<file path="config.mk">
export PLATFORM = sky130hd
export DESIGN_NAME = sram_arbiter
export DESIGN_NICKNAME = d
export VERILOG_FILES = /design/src/rtl/sram_arbiter.sv
export SDC_FILE = /design/constraint.sdc
export NUM_CORES = 1
export LEC_CHECK = 0
export BUFFER_PORTS_ARGS = -buffer_cell sky130_fd_sc_hd__buf_2
export CORE_ASPECT_RATIO = 2
export CORE_MARGIN = 3
export CORE_UTILIZATION = 32
export CTS_CLUSTER_SIZE = 24
export DETAILED_ROUTE_END_ITERATION = 6
export SYNTH_ARGS = -nofsm -noshare
export SYNTH_HDL_FRONTEND = slang
export SYNTH_SLANG_ARGS = --single-unit
</file>
<file path="constraint.sdc">
create_clock -name clk_i -period 1.87 [get_ports clk_i]
set_input_delay 0.0935 -clock clk_i [delete_from_list [all_inputs] [get_ports clk_i]]
set_output_delay 0.0935 -clock clk_i [all_outputs]
set_load 0.01 [all_outputs]
</file>
<file path="src/rtl/sram_arbiter.sv">
// Shares one SRAM-style bus port between the instruction-fetch and data-access
// requesters, one transaction in flight, data first with a starvation guard.
module sram_arbiter #(
  parameter int unsigned STARVE_MAX = 4
) (
  input  logic        clk_i,
  input  logic        rst_ni,

  input  logic        inst_req_i,
  input  logic        inst_wr_i,
  input  logic [1:0]  inst_size_i,
  input  logic [31:0] inst_addr_i,
  input  logic [31:0] inst_wdata_i,
  input  logic [3:0]  inst_wstrb_i,
  output logic        inst_addr_ok_o,
  output logic        inst_data_ok_o,
  output logic [31:0] inst_rdata_o,

  input  logic        data_req_i,
  input  logic        data_wr_i,
  input  logic [1:0]  data_size_i,
  input  logic [31:0] data_addr_i,
  input  logic [31:0] data_wdata_i,
  input  logic [3:0]  data_wstrb_i,
  output logic        data_addr_ok_o,
  output logic        data_data_ok_o,
  output logic [31:0] data_rdata_o,

  output logic        bus_req_o,
  output logic        bus_wr_o,
  output logic [1:0]  bus_size_o,
  output logic [31:0] bus_addr_o,
  output logic [31:0] bus_wdata_o,
  output logic [3:0]  bus_wstrb_o,
  input  logic        bus_addr_ok_i,
  input  logic        bus_data_ok_i,
  input  logic [31:0] bus_rdata_i,

  output logic        busy_o
);

  // state  | meaning
  // S_IDLE | no transaction; arbitration happens here
  // S_REQ  | bus_req asserted, waiting for bus_addr_ok
  // S_WAIT | request accepted, waiting for bus_data_ok
  typedef enum logic [1:0] {
    S_IDLE = 2'd0,
    S_REQ  = 2'd1,
    S_WAIT = 2'd2
  } state_e;

  localparam logic OWN_INST = 1'b0;
  localparam logic OWN_DATA = 1'b1;
  localparam logic [3:0] STARVE_LIM = 4'(STARVE_MAX);

  state_e      state_q, state_d;
  logic        owner_q, owner_d;
  logic [3:0]  cnt_q, cnt_d;
  logic        wr_q, wr_d;
  logic [1:0]  size_q, size_d;
  logic [31:0] addr_q, addr_d;
  logic [31:0] wdata_q, wdata_d;
  logic [3:0]  wstrb_q, wstrb_d;

  logic        any_req;
  logic        both_req;
  logic        grant_data;

  // Data wins unless both are asking and data has already had its quota.
  always_comb begin
    any_req    = inst_req_i | data_req_i;
    both_req   = inst_req_i & data_req_i;
    grant_data = data_req_i & ~(inst_req_i & (cnt_q >= STARVE_LIM));
  end

  always_ff @(posedge clk_i or negedge rst_ni) begin
    if (!rst_ni) begin
      state_q <= S_IDLE;
      owner_q <= OWN_INST;
      cnt_q   <= 4'd0;
      wr_q    <= 1'b0;
      size_q  <= 2'd0;
      addr_q  <= 32'd0;
      wdata_q <= 32'd0;
      wstrb_q <= 4'd0;
    end else begin
      state_q <= state_d;
      owner_q <= owner_d;
      cnt_q   <= cnt_d;
      wr_q    <= wr_d;
      size_q  <= size_d;
      addr_q  <= addr_d;
      wdata_q <= wdata_d;
      wstrb_q <= wstrb_d;
    end
  end

  always_comb begin
    state_d = state_q;
    owner_d = owner_q;
    cnt_d   = cnt_q;
    wr_d    = wr_q;
    size_d  = size_q;
    addr_d  = addr_q;
    wdata_d = wdata_q;
    wstrb_d = wstrb_q;
    unique case (state_q)
      S_IDLE: begin
        if (any_req) begin
          state_d = S_REQ;
          if (grant_data) begin
            owner_d = OWN_DATA;
            wr_d    = data_wr_i;
            size_d  = data_size_i;
            addr_d  = data_addr_i;
            wdata_d = data_wdata_i;
            wstrb_d = data_wr_i ? data_wstrb_i : 4'd0;
            cnt_d   = both_req ? cnt_q + 4'd1 : 4'd0;
          end else begin
            owner_d = OWN_INST;
            wr_d    = inst_wr_i;
            size_d  = inst_size_i;
            addr_d  = inst_addr_i;
            wdata_d = inst_wdata_i;
            wstrb_d = inst_wr_i ? inst_wstrb_i : 4'd0;
            cnt_d   = 4'd0;
          end
        end
      end
      S_REQ: begin
        if (bus_addr_ok_i) begin
          state_d = S_WAIT;
        end
      end
      S_WAIT: begin
        if (bus_data_ok_i) begin
          state_d = S_IDLE;
        end
      end
      default: begin
        state_d = S_IDLE;
      end
    endcase
  end

  logic addr_ok;
  logic data_ok;

  always_comb begin
    addr_ok        = (state_q == S_REQ) & bus_addr_ok_i;
    data_ok        = (state_q == S_WAIT) & bus_data_ok_i;
    inst_addr_ok_o = addr_ok & (owner_q == OWN_INST);
    data_addr_ok_o = addr_ok & (owner_q == OWN_DATA);
    inst_data_ok_o = data_ok & (owner_q == OWN_INST);
    data_data_ok_o = data_ok & (owner_q == OWN_DATA);
    inst_rdata_o   = inst_data_ok_o ? bus_rdata_i : 32'd0;
    data_rdata_o   = data_data_ok_o ? bus_rdata_i : 32'd0;
    bus_req_o      = (state_q == S_REQ);
    busy_o         = (state_q != S_IDLE);
    bus_wr_o       = wr_q;
    bus_size_o     = size_q;
    bus_addr_o     = addr_q;
    bus_wdata_o    = wdata_q;
    bus_wstrb_o    = wstrb_q;
  end

endmodule

</file>
# ---- Word-level counts from Yosys, hierarchy flattened
# Index checks and enable logic that the tools add are counted.
dict set report totals {
  regBits 78
  input_bits 180
  out_inout_bits 141
}
dict set report classes {
  add_sub_neg 1
  n_lt_le_gt_ge 1
  eq_ne 5
  n_mux 16
  bitwise_logic 12
  reduce_logical 4
}
# op n
set op_table {}
lappend op_table {{32-bit two-way mux} 4}
lappend op_table {{4-bit two-way mux} 5}
lappend op_table {{1-bit bitwise AND} 9}
lappend op_table {{2-bit two-way mux} 4}
lappend op_table {{2-bit one-hot mux with 3 select lines} 1}
lappend op_table {{4-bit by 1-bit adder with 4-bit output, second input constant} 1}
lappend op_table {{4-bit by 3-bit greater-or-equal comparator with 1-bit output, second input constant} 1}
lappend op_table {{2-bit != test, second input constant} 2}
lappend op_table {{3-bit AND reduction} 1}
lappend op_table {{2-bit by 1-bit == test with 1-bit output, second input constant} 1}
lappend op_table {{2-bit == test, second input constant} 1}
lappend op_table {{2-bit logical NOT} 1}
lappend op_table {{1-bit two-way mux} 2}
lappend op_table {{2-bit by 1-bit != test with 1-bit output, second input constant} 1}
lappend op_table {{1-bit NOT} 2}
lappend op_table {{2-bit AND reduction} 1}
lappend op_table {{2-bit nonzero test} 1}
lappend op_table {{1-bit OR} 1}

# ---- Logic depth before layout (Yosys ltp)
# Gate-level depths: netlist of run 1.
dict set report logic_depth {
  depth_word 5
  mapped_depth 6
  ltp_nobuf 4
}

# ---- Worst setup path before layout of run 1
# No wires, ideal clock.
dict set report synth_timing {
  kind {register to register}
  startpoint {register state_q[0]}
  endpoint {register wdata_q[10] (netlist: bus_wdata_o[10])}
  setup_time_ns 0.134
  arrival_time_ns 1.230
  required_time_ns 1.736
  slack_ns 0.506
  stages_incl_launch_ff 7
  n_path_buf 2
  synth_period_minus_slack_ns 1.364
  path_cell_list {dfrtp_1 nor2_4 inv_2 buf_4 clkbuf_1 o21ai_0 o211ai_2}
}
dict set report synth_between {
  elab_chain_len 2
}
# element line
set synth_rtl {}
lappend synth_rtl {{start, declared} 56} ;# state_e state_q, state_d;
lappend synth_rtl {{start signal, assigned} 87} ;# state_q <= state_d;
lappend synth_rtl {{2-bit logical NOT} 107} ;# unique case (state_q)
lappend synth_rtl {{2-bit AND reduction (no source line)} -}
lappend synth_rtl {{end signal, assigned} 93} ;# wdata_q <= wdata_d;
lappend synth_rtl {{end, declared} 62} ;# logic [31:0] wdata_q, wdata_d;
# Every way passes these cells.
# A chain may end at the register's enable or synchronous reset.

# ---- Worst setup path in the final report of run 1
dict set report layout_timing {
  startpoint {register state_q[0]}
  endpoint {output inst_rdata_o[24]}
}
dict set report layout_between {
  elab_chain_len 4
}
# element line
set layout_rtl {}
lappend layout_rtl {{2-bit == test} 151} ;# data_ok = (state_q == S_WAIT) & bus_data_ok_i;
lappend layout_rtl {{1-bit bitwise AND} 151}
lappend layout_rtl {{1-bit bitwise AND} 154} ;# inst_data_ok_o = data_ok & (owner_q == OWN_INST);
lappend layout_rtl {{32-bit two-way mux} 156} ;# inst_rdata_o = inst_data_ok_o ? bus_rdata_i : 32'd0;
lappend layout_rtl {{end, declared} 17} ;# output logic [31:0] inst_rdata_o,
# Every way passes these cells.

==> results of run 1 <==
## cells in the mapped netlist, drive strengths merged
| master | count |
|---|---|
| inv | 24 |
| buf | 35 |
| dfrtp | 78 |
| ha | 1 |
| o211ai | 44 |
| a31oi | 4 |
| o22a | 1 |
| o21ai | 47 |
| nand2b | 1 |
| a21oi | 4 |
| nand2 | 7 |
| a21o | 4 |
| nor4 | 1 |
| or2 | 1 |
| nand4 | 70 |
| a21boi | 1 |
| clkbuf | 30 |
| nor3b | 1 |
| and4b | 1 |
| nor2 | 4 |
| a311o | 1 |
| o221ai | 22 |
| nand3 | 66 |
| and3 | 1 |
| a22o | 3 |
| and2 | 66 |
| mux2 | 1 |
| nor2b | 1 |
## sequential cells by signal, summed over array words and instances, names as in the netlist
| register | count |
|---|---|
| bus_addr_o | 32 |
| bus_size_o | 2 |
| bus_wdata_o | 32 |
| bus_wr_o | 1 |
| bus_wstrb_o | 4 |
| cnt_q | 4 |
| owner_q | 1 |
| state_q | 2 |
## worst max path at each step
stage                             endpoint  slack [ns]  depth (start not counted)
6_report                  inst_rdata_o[24]        0.12                          5
5_1_grt                   inst_rdata_o[26]      0.0009                          5
4_1_cts                    inst_rdata_o[8]        0.06                          5
3_5_place_dp     bus_addr_o[9]$_DFFE_PN0P_        0.37                          5
3_3_place_gp   bus_wdata_o[28]$_DFFE_PN0P_        0.41                          5
2_1_floorplan  bus_wdata_o[10]$_DFFE_PN0P_        0.51                          6
## final cells by class
class	instances	area, um2
Multi-Input combinational cell	353	2280
Clock inverter	6	93.8
Sequential cell	78	1950
Tap cell	189	236
Clock buffer	10	239
Timing Repair Buffer	341	1880
Inverter	24	90.1
Fill cell	1460	7280
## layer usage
| metal | part of all wire (%) | up-vias | global-route usage (%) |
|---|---|---|---|
| met5 | 0 | - | 0 |
| met4 | 2.9 | 0 | 8.94 |
| met3 | 6.8 | 33 | 4.52 |
| met2 | 51 | 264 | 37.1 |
| met1 | 40 | 2552 | 28.1 |
| li1 | - | 2506 | - |
## layout by cell type, fill, tap and decap left out, types with 2 or more instances in the layout
cell type        n
a21o_1           4
a21oi_1          4
a22o_1           3
a31oi_1          4
and2_1          65
buf_12           8
buf_2          319
buf_4            9
bufinv_16        2
clkbuf_16        9
clkinv_4         2
dfrtp_1         78
dlygate4sd3_1    4
inv_1           23
nand2_1          7
nand3_1         66
nand4_1         70
nor2_4           3
o211ai_1        36
o211ai_2         8
o21ai_0         46
o221ai_1        20
o221ai_2         2
## logic make-up (layout without fill, tap and decap cells)
group | Yosys count | after routing | synth area share [%]
AO/OA/AOI/OAI | 131 | 131 | 20.3
adder cells (fa/ha/maj) | 1 | 1 | 0.270
buffers and inverters | 89 | 381 | 9.09
flip-flops | 78 | 78 | 42.1
multiplexers | 1 | 1 | 0.243
AND/OR/NAND/NOR | 220 | 220 | 28.0
## critical path, stage by stage (launching register included)
cell,delay (ns)
dfrtp_1,0.42
nand2b_1,0.18
nor3b_2,0.20
buf_6,0.22
and2_1,0.16
buf_2,0.13
## report_power, final
| group | internal, mW | switching [mW] | leakage (nW) |
|---|---|---|---|
| Clock | 1.22 | 0.723 | 0.159 |
| Sequential | 2.53 | 0.476 | 0.951 |
| Combinational | 1.94 | 2.73 | 2.28 |
| Total | 5.68 | 3.93 | 3.39 |
## stage by stage
stage / setup slack [ns] / instances / total power [mW] / utilization (%) / hold slack, ns
floorplan: 0.506 / 520 / 5.82 / - / -0.202
global placement: 0.414 / 981 / 7.60 / 45.5 / 0.140
detailed placement: 0.368 / 981 / 7.73 / 45.5 / 0.150
CTS: 0.0644 / 1001 / 9.71 / 48.2 / 0.00698
global route: 0.000872 / 1001 / 10.3 / 48.2 / 0.0231
finish: 0.122 / 1001 / 9.60 / 48.2 / 0.0182
## what timing repair did
| item | 4_1_cts | 5_1_grt |
|---|---|---|
| setup endpoints to repair | 0 | 25 |
| setup buffers | 0 | 0 |
| resized for setup | 0 | 1 |
| hold buffers | 4 | 0 |
| hold endpoints to repair | 48 | 0 |
==> results_dict.tcl, run 1 <==
set metrics [dict create \
    syn-num-nets 701 \
    grt_max_degree 56 \
    gp_congestion 0.890 \
    synth.largest_area_cell "dfrtp_1" \
    io_pins 321 \
    r2r_slack_ns 0.36 \
    hold_path_depth 3 \
    ys_warn_count 0 \
    drv_cap 0 \
    r2r_end "bus_addr_o[24]$_DFFE_PN0P_" \
    drt_first_pass_iters 4 \
    ant_nets 0 \
    root_buffer "clkbuf_16" \
    synth_cell_types 38 \
    die_area_um2 16100 \
    die_h_um 176 \
    crit_type "reg -> out" \
    remaining_drc_errors 0 \
    dp_hpwl_um 14200 \
    syn_area_per_cell_um2 8.92 \
    postLayoutCellArea_um2 6770 \
    grt_overflow 0 \
    tightest_slew_ns 0.634 \
    yosysTopAreaCellShare_pct 42.1 \
    hold_violations 0 \
    clkLatencyLatePin_ns 0.33 \
    period_share_pct 93.5 \
    outcome "finished clean" \
    end_kind "output port" \
    setup_violations 0 \
    first_iter_violations 269 \
    ir_drop_mv 0.714 \
    slew-limit-headroom_pct 57.7 \
    rsz0062_at_grt "false" \
    fin_setup_tns_ns 0 \
    synth_cells 520 \
    hp-class "in -> reg" \
    antenna_cells 0 \
    synth_top_cells_by_area "dfrtp_1 42%, nand4_1 9.4%, and2_1 8.9%" \
    ys_seq_area_share_pct 42.1 \
    startpoint_type "register" \
    post_dp_cell_area_um2 6390 \
    routed_wl_um 18700 \
    cp-startpoint "state_q[0]$_DFFE_PN0P_" \
    gr-usage-all-layers_pct 22.3 \
    cts_sinks 78 \
    cp_max_fo 33 \
    skew_ns 0.00835 \
    synth_area_um2 4640 \
    cts_made_buffers 9 \
    clk_path_buf_depth 2 \
    required_ns 1.78 \
    drive_gt1_share_pct 45.9 \
    start_util_pct 33.0 \
    final_nets 988 \
    core_um2 14000 \
    io_buffers 320 \
    reg2reg_depth 5 \
    wire_per_inst_um 18.7 \
    htreeDepth 3 \
    dr_total_vias 5355 \
    hold_path_end "bus_wdata_o[19]$_DFFE_PN0P_" \
    min_period_ns 1.75 \
    via_per_inst 5.35 \
    arrival_ns 1.65 \
    antenna_found_initial 0 \
    ys_seq_elements 78 \
    p_per_area_nw_per_um2 1420 \
    slew_viol_final 0 \
    p_leak_nw 3.39 \
    fp.dieW_um 91.1 \
    grt_pass1_vias 5300 \
    rr_startpoint "state_q[0]$_DFFE_PN0P_" \
    min_from "data_wdata_i[19]" \
    cts_tree "built" \
    fmax_mhz 572 \
    placementRows 61 \
    clk_pin_slew_ns 0.06 \
    grt_pass1_wl_um 28700 \
    areaGrowthSynthToFinish_pct 45.8 \
]
Note: power is estimated with default switching activity, not from simulation.
==> run 2: changes to the inputs <==
--- a/config.mk
+++ b/config.mk
@@ -13,2 +13,3 @@
 export DETAILED_ROUTE_END_ITERATION = 6
+export RECOVER_POWER = 50
 export SYNTH_ARGS = -nofsm -noshare
--- a/constraint.sdc
+++ b/constraint.sdc
@@ -3,2 +3,2 @@
 set_output_delay 0.0935 -clock clk_i [all_outputs]
-set_load 0.01 [all_outputs]
+set_load 0.005 [all_outputs]
==> results_dict.tcl, run 2 (synthesis gave the netlist of run 1 again) <==
set metrics [dict create \
    ant_nets 0 \
    grt_overflow 0 \
    setup_violations 0 \
    drt_first_pass_iters 5 \
    slew-limit-headroom_pct 17.0 \
    slew_viol_final 0 \
    clk_pin_slew_ns 0.06 \
    p_leak_nw 3.26 \
    grt_pass1_wl_um 29400 \
    crit_type "reg -> out" \
    grt_max_degree 56 \
    htreeDepth 3 \
    fp.dieW_um 91.1 \
    remaining_drc_errors 0 \
    min_period_ns 1.73 \
    start_util_pct 33.0 \
    die_area_um2 16100 \
    wire_per_inst_um 18.9 \
    hold_violations 0 \
    period_share_pct 92.6 \
    drv_cap 0 \
    startpoint_type "register" \
    io_buffers 320 \
    ir_drop_mv 0.730 \
    cp-startpoint "state_q[0]$_DFFE_PN0P_" \
    fin_setup_tns_ns 0 \
    postCtsSetupBuffers 0 \
    outcome "finished clean" \
    grt_pass1_vias 5414 \
    die_h_um 176 \
    io_pins 321 \
    clkLatencyLatePin_ns 0.33 \
    root_buffer "clkbuf_16" \
    gr-usage-all-layers_pct 22.8 \
    finalCoreUtilization_pct 47.8 \
    cp_max_fo 33 \
    gp_congestion 0.890 \
    final_cell_mix "274 x buf_2, 78 x dfrtp_1, 70 x nand4_1" \
    end_kind "output port" \
    pre_cts_slack_ns 0.373 \
    rsz0062_at_grt "false" \
    antenna_found_initial 0 \
    drive_gt1_share_pct 40.4 \
    first_iter_violations 256 \
    clk_path_buf_depth 2 \
    worst_slack_ns 0.138 \
    fill_cells 1457 \
    cts_made_buffers 9 \
    areaGrowthSynthToFinish_pct 44.7 \
    tightest_slew_ns 1.24 \
    min_from "data_wdata_i[19]" \
    cts_tree "built" \
    required_ns 1.78 \
    rr_startpoint "state_q[0]$_DFFE_PN0P_" \
    dr_total_vias 5420 \
    dp_hpwl_um 14300 \
    final_common_cell "buf_2" \
    skew_ns 0.00833 \
    via_per_inst 5.42 \
    antenna_cells 0 \
    fmax_mhz 577 \
    p_per_area_nw_per_um2 1380 \
    cts_sinks 78 \
    core_um2 14000 \
    hp-class "in -> reg" \
    arrival_ns 1.64 \
    placementRows 61 \
    routed_wl_um 18900 \
    final_nets 987 \
]
## run 2: critical path: stages (launching register included)
cell	delay, ns
dfrtp_1	0.41
nand2b_1	0.18
nor3b_2	0.20
buf_6	0.23
and2_1	0.15
buf_2	0.13
## run 2: worst paths after layout
check | slack, ns | depth (start not counted) | end
setup / recovery | 0.14 | 5 | inst_rdata_o[26]
hold / removal | 0.02 | 3 | bus_wdata_o[19]$_DFFE_PN0P_
setup reg to reg | 0.35 | 5 | bus_addr_o[30]$_DFFE_PN0P_
hold reg to reg | 0.52 | 1 | cnt_q[1]$_DFFE_PN0P_
max in group asynchronous | 0.50 | 3 | bus_wdata_o[7]$_DFFE_PN0P_
min in group asynchronous | 0.57 | 2 | bus_wdata_o[9]$_DFFE_PN0P_
## run 2: layout make-up
type	count	area [um2]	area share, %
inverters	24	90.1	1.34
flip-flops and latches	78	1950	29.1
clock buffers	9	225	3.36
repair buffers	340	1810	26.9
clock inverters	7	121	1.81
multi-input cells	353	2280	34.0
well taps	189	236	3.52
## run 2: through the flow
step	power, mW	instances	area (um2)	hold WS, ns
after global placement	7.23	981	6390	0.142
after global routing	9.94	1000	6710	0.0250
after CTS	9.46	1000	6770	0.00720
final	9.24	1000	6710	0.0216
after detailed placement	7.38	981	6390	0.154
after floorplan	5.47	520	4640	-0.202
## run 2: per-layer routing
layer	global-route usage [%]	wire length, um	vias to the layer above
li1	-	-	2504
met1	28.7	7510	2589
met2	37.8	9500	284
met3	4.39	1280	43
met4	9.70	640	0
met5	0	0	-
## run 2: repair_timing
| item | 4_1_cts | 5_1_grt |
|---|---|---|
| hold buffers | 3 | 0 |
| gates resized for setup | 0 | 1 |
| endpoints found under the setup margin | 0 | 22 |
| hold endpoints to repair | 47 | 0 |
## run 2: power breakdown
group	leakage (nW)	total, mW	internal (mW)	switching, mW
logic	2.14	4.19	1.79	2.39
clock network	0.170	2.04	1.31	0.724
registers	0.951	3.02	2.53	0.493
total	3.26	9.24	5.63	3.61
==> run 3: changes to the inputs <==
- CORE_AREA: not set -> 3 3 122 124
- CORE_ASPECT_RATIO: 2 -> not set
- CORE_MARGIN: 3 -> not set
- CORE_UTILIZATION: 32 -> not set
- DIE_AREA: not set -> 0 0 125 127
- PLACE_DENSITY: not set -> 0.66
==> results_dict.tcl, run 3 (synthesis gave the netlist of run 1 again) <==
set metrics [dict create \
    via_per_inst 5.29 \
    grt_pass1_wl_um 28100 \
    core_um2 13900 \
    setup_violations 0 \
    slew_viol_final 0 \
    seq_area_um2 1950 \
    wire_per_inst_um 18.5 \
    clk_pin_slew_ns 0.06 \
    hold_violations 0 \
    startpoint_type "register" \
    multi_input_area_um2 2290 \
    tightest_slew_ns 0.771 \
    die_area_um2 15900 \
    io_buffers 320 \
    gp_congestion 0.846 \
    gr-usage-all-layers_pct 21.9 \
    min_period_ns 1.78 \
    crit_type "reg -> out" \
    slew-limit-headroom_pct 48.6 \
    p_per_area_nw_per_um2 1360 \
    grt_max_degree 80 \
    htreeDepth 3 \
    cts_sinks 78 \
    die_h_um 127 \
    ant_nets 0 \
    root_buffer "clkbuf_16" \
    period_share_pct 95.1 \
    fin_setup_tns_ns 0 \
    cp_max_fo 4 \
    dp_hpwl_um 13300 \
    io_pins 321 \
    placementRows 43 \
    first_iter_violations 291 \
    fp.dieW_um 125 \
    fill_cells 1456 \
    remaining_drc_errors 0 \
    r2r_slack_ns 0.31 \
    final_cell_mix "271 x buf_2, 78 x dfrtp_1, 70 x nand4_1" \
    skew_ns 0.00932 \
    critical_path.max_stage_delay_ns 0.48 \
    outcome "finished clean" \
    crit_chain "nand2b_4 -> nor3b_4 -> buf_4 -> and2_1 -> buf_2" \
    arrival_ns 1.69 \
    grt_overflow 0 \
    ir_drop_mv 0.679 \
    areaGrowthSynthToFinish_pct 44.5 \
    antenna_found_initial 2 \
    post_dp_cell_area_um2 6350 \
    final_nets 994 \
    hp-class "in -> reg" \
    final_common_cell "buf_2" \
    drive_gt1_share_pct 40.5 \
    required_ns 1.78 \
    slowest_stage "dfrtp_1" \
    dr_total_vias 5287 \
    cts_made_buffers 9 \
    clk_path_buf_depth 2 \
    end_kind "output port" \
    start_util_pct 33.4 \
    drt_first_pass_iters 4 \
    clkLatencyLatePin_ns 0.33 \
    power_mw 9.15 \
    drv_cap 0 \
    postLayoutCellArea_um2 6700 \
    cts_tree "built" \
    routed_wl_um 18500 \
    p_leak_nw 3.27 \
    grt_pass1_vias 5294 \
    fmax_mhz 562 \
]
==> run 3: final timing paths <==
check,startpoint,to,cells past startpoint
max,state_q[1]$_DFFE_PN0P_,inst_rdata_o[25],5
min,data_wdata_i[31],bus_wdata_o[31]$_DFFE_PN0P_,3
max reg2reg,state_q[0]$_DFFE_PN0P_,cnt_q[0]$_DFFE_PN0P_,5
min reg2reg,bus_wr_o$_DFFE_PN0P_,bus_wr_o$_DFFE_PN0P_,1
max in group asynchronous,rst_ni,bus_addr_o[8]$_DFFE_PN0P_,3
min in group asynchronous,rst_ni,bus_wdata_o[13]$_DFFE_PN0P_,2
==> run 3: cell type report <==
| type | count | area share [%] |
|---|---|---|
| clock buffer | 11 | 3.62 |
| clock inverter | 4 | 1.42 |
| multi-input combinational | 353 | 34.2 |
| antenna | 2 | 0.0747 |
| timing repair buffer | 347 | 26.9 |
| sequential | 78 | 29.1 |
| inverter | 24 | 1.34 |
| tap | 180 | 3.36 |
==> run 3: report_power, final <==
group	total, mW	internal (mW)	switching [mW]
combinational	4.16	1.78	2.38
sequential	2.98	2.53	0.456
clock	2.00	1.33	0.672
==> run 3: stage by stage <==
step / utilization [%] / setup slack (ns) / hold WS (ns) / cells
after global placement: 45.8 / 0.378 / 0.0587 / 975
after global routing: 48.3 / -0.000625 / 0.0232 / 999
after detailed placement: 45.8 / 0.365 / 0.0564 / 975
after CTS: 48.4 / 0.0385 / 0.00929 / 993
after floorplan: - / 0.527 / -0.202 / 520
final: 48.3 / 0.0909 / 0.0237 / 999
==> run 3: repair_timing <==
| item | in CTS | in global routing |
|---|---|---|
| hold endpoints to repair | 31 | 0 |
| resized for setup | 1 | 9 |
| setup endpoints to repair | 1 | 2 |
| hold buffers | 3 | 0 |
| buffers inserted | 0 | 1 |
| pin swaps | 0 | 1 |
| cloned | 0 | 3 |
==> run 3: routing by layer <==
layer	vias up	global-route usage (%)	wire (um)
met5	-	0	0
met4	0	7.14	454
met3	29	5.85	1550
met2	230	40.3	9690
met1	2506	24.6	6800
li1	2522	-	-
==> run 3: worst max-delay path, delay by kind of cell, from the launching register on <==
kind | cells | cell delay, ns
buf+inv | 2 | 0.33
flops | 1 | 0.48
simple gates | 3 | 0.56
